File: src/rtl/vp_pkg.sv
// Shared definitions for the fetch unit and the Control block:
// datapath widths, next-PC select encodings and the fetch state type.
package vp_pkg;

  localparam int PC_WIDTH    = 16;
  localparam int INSTR_WIDTH = 16;
  localparam int OP_WIDTH    = 8;

  // Next-PC select encodings driven by Control
  localparam logic [1:0] PCSRC_SEQ    = 2'd0;
  localparam logic [1:0] PCSRC_BRANCH = 2'd1;
  localparam logic [1:0] PCSRC_JUMP   = 2'd2;
  localparam logic [1:0] PCSRC_REG    = 2'd3;

  typedef enum logic [1:0] {
    FS_IDLE  = 2'd0,
    FS_FETCH = 2'd1,
    FS_EXEC  = 2'd2
  } fetch_state_e;

endpackage

File: src/rtl/fetch_pc_next.sv
// Combinational next-PC selection and the pc+2 adder.
// Arithmetic wraps modulo 2^PC_WIDTH. Bit 0 of the selected PC is cleared,
// so a misaligned target is truncated to a halfword boundary.
module fetch_pc_next
  import vp_pkg::*;
(
  input  logic [PC_WIDTH-1:0] pc_i,
  input  logic [1:0]          pcSrc_i,
  input  logic                branchTaken_i,
  input  logic [PC_WIDTH-1:0] targetAddr_i,
  output logic [PC_WIDTH-1:0] pcPlus2_o,
  output logic [PC_WIDTH-1:0] pcNext_o
);

  logic [PC_WIDTH-1:0] sel;

  // Pick sequential or target address, then force halfword alignment
  always_comb begin
    pcPlus2_o = pc_i + PC_WIDTH'(2);
    sel       = pcPlus2_o;
    unique case (pcSrc_i)
      PCSRC_SEQ:    sel = pcPlus2_o;
      PCSRC_BRANCH: sel = branchTaken_i ? targetAddr_i : pcPlus2_o;
      PCSRC_JUMP:   sel = targetAddr_i;
      PCSRC_REG:    sel = targetAddr_i;
      default:      sel = pcPlus2_o;
    endcase
    pcNext_o = sel & ~PC_WIDTH'(1);
  end

endmodule

File: src/rtl/fetch_unit.sv
// Instruction fetch unit: IDLE -> FETCH -> EXEC -> FETCH ...
// FETCH holds memReq/memAddr until memAck, captures the word into IR.
// EXEC presents op/imm with instrValid until execDone, then loads the next PC
// and re-enters FETCH the following cycle (2 cycles/instruction minimum).
module fetch_unit
  import vp_pkg::*;
(
  input  logic                   clock,
  input  logic                   reset_n,
  output logic                   memReq,
  output logic [PC_WIDTH-1:0]    memAddr,
  input  logic [INSTR_WIDTH-1:0] memRdata,
  input  logic                   memAck,
  output logic [OP_WIDTH-1:0]    op,
  output logic [OP_WIDTH-1:0]    imm,
  output logic                   instrValid,
  input  logic [1:0]             pcSrc,
  input  logic                   branchTaken,
  input  logic [PC_WIDTH-1:0]    targetAddr,
  input  logic                   execDone,
  output logic [PC_WIDTH-1:0]    pc,
  output logic [PC_WIDTH-1:0]    pcPlus2
);

  fetch_state_e           state_q;
  logic [PC_WIDTH-1:0]    pc_q;
  logic [INSTR_WIDTH-1:0] ir_q;
  logic                   memReq_q;
  logic [PC_WIDTH-1:0]    memAddr_q;
  logic                   instrValid_q;
  logic [PC_WIDTH-1:0]    pc_d;

  fetch_pc_next u_pc_next (
    .pc_i          (pc_q),
    .pcSrc_i       (pcSrc),
    .branchTaken_i (branchTaken),
    .targetAddr_i  (targetAddr),
    .pcPlus2_o     (pcPlus2),
    .pcNext_o      (pc_d)
  );

  // Fetch FSM with registered handshake outputs; ack/done outside their
  // owning state fall through to the default hold
  always_ff @(posedge clock or negedge reset_n) begin
    if (!reset_n) begin
      state_q      <= FS_IDLE;
      pc_q         <= '0;
      ir_q         <= '0;
      memReq_q     <= 1'b0;
      memAddr_q    <= '0;
      instrValid_q <= 1'b0;
    end else begin
      unique case (state_q)
        FS_IDLE: begin
          state_q   <= FS_FETCH;
          memReq_q  <= 1'b1;
          memAddr_q <= pc_q;
        end
        FS_FETCH: begin
          if (memAck) begin
            ir_q         <= memRdata;
            memReq_q     <= 1'b0;
            instrValid_q <= 1'b1;
            state_q      <= FS_EXEC;
          end
        end
        FS_EXEC: begin
          if (execDone) begin
            pc_q         <= pc_d;
            memAddr_q    <= pc_d;
            memReq_q     <= 1'b1;
            instrValid_q <= 1'b0;
            state_q      <= FS_FETCH;
          end
        end
        default: begin
          state_q      <= FS_IDLE;
          memReq_q     <= 1'b0;
          instrValid_q <= 1'b0;
        end
      endcase
    end
  end

  assign memReq     = memReq_q;
  assign memAddr    = memAddr_q;
  assign instrValid = instrValid_q;
  assign op         = ir_q[INSTR_WIDTH-1 -: OP_WIDTH];
  assign imm        = ir_q[OP_WIDTH-1:0];
  assign pc         = pc_q;

endmodule

File: config.mk
export PLATFORM = sky130hd
export DESIGN_NAME = fetch_unit
export DESIGN_NICKNAME = d
export VERILOG_FILES = /design/src/rtl/vp_pkg.sv /design/src/rtl/fetch_pc_next.sv /design/src/rtl/fetch_unit.sv
export SDC_FILE = /design/constraint.sdc
export NUM_CORES = 1
export LEC_CHECK = 0
export BUFFER_PORTS_ARGS = -buffer_cell sky130_fd_sc_hd__buf_2
export CAP_MARGIN = 20
export CORE_MARGIN = 2
export CORE_UTILIZATION = 45
export CTS_CLUSTER_SIZE = 28
export DETAILED_ROUTE_END_ITERATION = 12
export GPL_ROUTABILITY_DRIVEN = 0
export GPL_TIMING_DRIVEN = 0
export MAX_ROUTING_LAYER = met4
export PLACE_DENSITY = 0.84
export SLEW_MARGIN = 20
export SYNTH_ARGS = -nofsm -noshare
export SYNTH_HDL_FRONTEND = slang
export SYNTH_HIERARCHICAL = 1
export SYNTH_SLANG_ARGS = --single-unit
File: constraint.sdc
create_clock -name clock -period 2.6 [get_ports clock]
set_input_delay 0.39 -clock clock [delete_from_list [all_inputs] [get_ports clock]]
set_output_delay 0.39 -clock clock [all_outputs]
set_load 0.005 [all_outputs]
==> run summary <==
WP data arrival - 1880 ps
Register Area - 1280 sq um
Fin. Hold Viols - 0
cell count after synthesis - 221
Worst Setup SP - pc[1]$_DFFE_PN0P_
Critical Path RT - 2210 ps
post-cts sizing count - 0
clock latency on the worst-skew pair - 300 ps
number of post-CTS setup repair buffers - 0
Routed WL - 6360 um
Netlist Area Pre-Place - 2550 sq um
CTS hold repair buffers - 0
first-pass GRT wire length - 10100 um
Synth area leaders - dfrtp_1 (50%), mux2_2 (18%), a22oi_1 (9.7%)
vias per cell - 5.43
TNS Setup - 0 ps
Final Critical Period - 2270 ps
Clock Path Buffers - 2
worst rel slew slack - 43.9%
synthesized area per cell - 11.6 sq um
final instance area - 3240 sq um
setup violators final - 0
clk sink count - 51
Yosys warnings - 6
cell accounting for the most synthesized area - dfrtp_1
Async S/R FF share, synth - 100%
CP cell instances - ha_1 -> and4_2 -> nand4_1 -> xnor2_1 -> buf_2
max incr delay on CP - 490 ps
H-tree depth - 2
Worst path slowest cell - dfrtp_1
pin count of the biggest net entering global routing - 52
# rows - 27
worst slew pin tran - 841 ps
# fillers - 492
Setup WS post-layout - 331 ps
DP HPWL - 4650 um
post-route ant nets - 0
Post-Place Worst Slack - 323 ps
status - completed
Reg-to-Reg Start - pc[1]$_DFFE_PN0P_
Core ar. - 5510 sq um
Post-DP Area - 3160 sq um
leakage - 1.62 nW
crit path capture type - output port
initial antenna violation count - 0
Max Cap Viol - 0
worst vdd ir - 569 uV
all-layer global routing usage - 21.2%
WS Path Type - reg -> out
Residual DRC - 0
drt first pass iters - 4
Synth top area share - 50.0%
Total Power - 0.00368 W
Routed WL per cell - 15.8 um
dominant synthesized flop cell - dfrtp_1
Worst Skew - 11.2 ps
vias in the first global route - 2168
Initial Util - 46.4%
Buffers & Inverters on Critical Path - 1
Final Cycle Share - 87.3%
area of the multi-input gates - 1190 sq um
cell family with most CP delay - flip-flops
Final nets - 371
number of synthesized flops with an enable pin - 0
CTS tree - built
n_diodes - 0
Slew Viols, Final - 0
RSZ-0062 raised after global routing - false
unique cell type count in the Yosys netlist - 32
commonest cells after routing, fill and taps aside - buf_2 (106), dfrtp_1 (51), mux2_2 (41)
share of layout cells above drive strength 1 - 49.4%
Synth Net Count - 261
Area Growth Syn to Fin - 26.6%
die width - 79.4 um
Hold Path Class - in -> async
sequential share of the synthesized area - 50.0%
Die Ht - 79.4 um
Yosys reg bits - 51
most common cell after layout, fill and taps aside - buf_2
DR vias - 2183
Setup crit start kind - flip-flop
fmax - 0.441 GHz
Core Util, Final - 58.8%
CTS clk-pin slew, worst paths - 90 ps
total overflow reported by the global router - 0
Buffers on Ports - 103
Root Buffer - clkbuf_8
initial DRC count - 63
CTS buffer count - 5
CP Max Fanout - 8
die area - 6300 sq um
PwrDens - 1140 nW/um^2
Ports - 105
## metal layers
metal	vias up	share of wire [%]	GRT usage [%]
li1	1018	-	-
met1	1083	43	26.9
met2	74	50	34.6
met3	8	5.6	4.66
met4	0	1.2	6.03
met5	-	0	-
## kinds of logic after synthesis
family,count (synthesis),synth area share [%]
adders and majority gates,1,0.490
other,1,0.147
muxes,41,18.1
xor gates and xnor gates,13,4.46
and+or+nand+nor,60,12.0
DFF,51,50.0
AOI/OAI and AO/OA,40,11.4
buffers and inverters,14,3.43
## registers in the layout, indices dropped and copies added, names as in the netlist
register    cells
instrValid      1
ir_q           16
memAddr        16
pc             16
state_q         2
## worst paths after layout
kind	endpoint	slack (ps)	cells after the start
max in group asynchronous	memAddr[0]$_DFFE_PN0P_	2060	1
min in group clock	ir_q[0]$_DFFE_PN0P_	320	2
hold / removal	ir_q[15]$_DFFE_PN0P_	120	1
setup / recovery	pcPlus2[15]	330	5
setup reg to reg	pc[15]$_DFFE_PN0P_	590	6
hold reg to reg	ir_q[3]$_DFFE_PN0P_	510	1
## stage by stage
step | std cells | hold slack, ps
6_report | 402 | 117
4_1_cts | 402 | 310
3_5_place_dp | 396 | 487
5_1_grt | 402 | 158
2_1_floorplan | 221 | 94.4
3_3_place_gp | 396 | 483
## Yosys cell counts (3+ instances only)
| cell | instances |
|---|---|
| nand2_1 | 34 |
| mux2_2 | 41 |
| buf_2 | 4 |
| nand4_1 | 6 |
| a22oi_1 | 33 |
| nand3_1 | 5 |
| clkbuf_1 | 4 |
| dfrtp_1 | 51 |
| xnor2_1 | 12 |
| buf_6 | 3 |
## report_power, final
part           switching [W]  leakage (nW)  internal (W)
sequential          0.000403         0.622       0.00118
clock               0.000244        0.0371      0.000180
combinational       0.000762         0.960      0.000913
## layout make-up
type	instances	share of cell area, %
plain buffers	13	2.59
clock buffers	6	2.24
inverters	1	0.116
multi-input cells	156	36.8
flip-flops and latches	51	39.4
well taps	72	2.78
repair buffers	103	16.0
(Power assumes the default switching activity.)
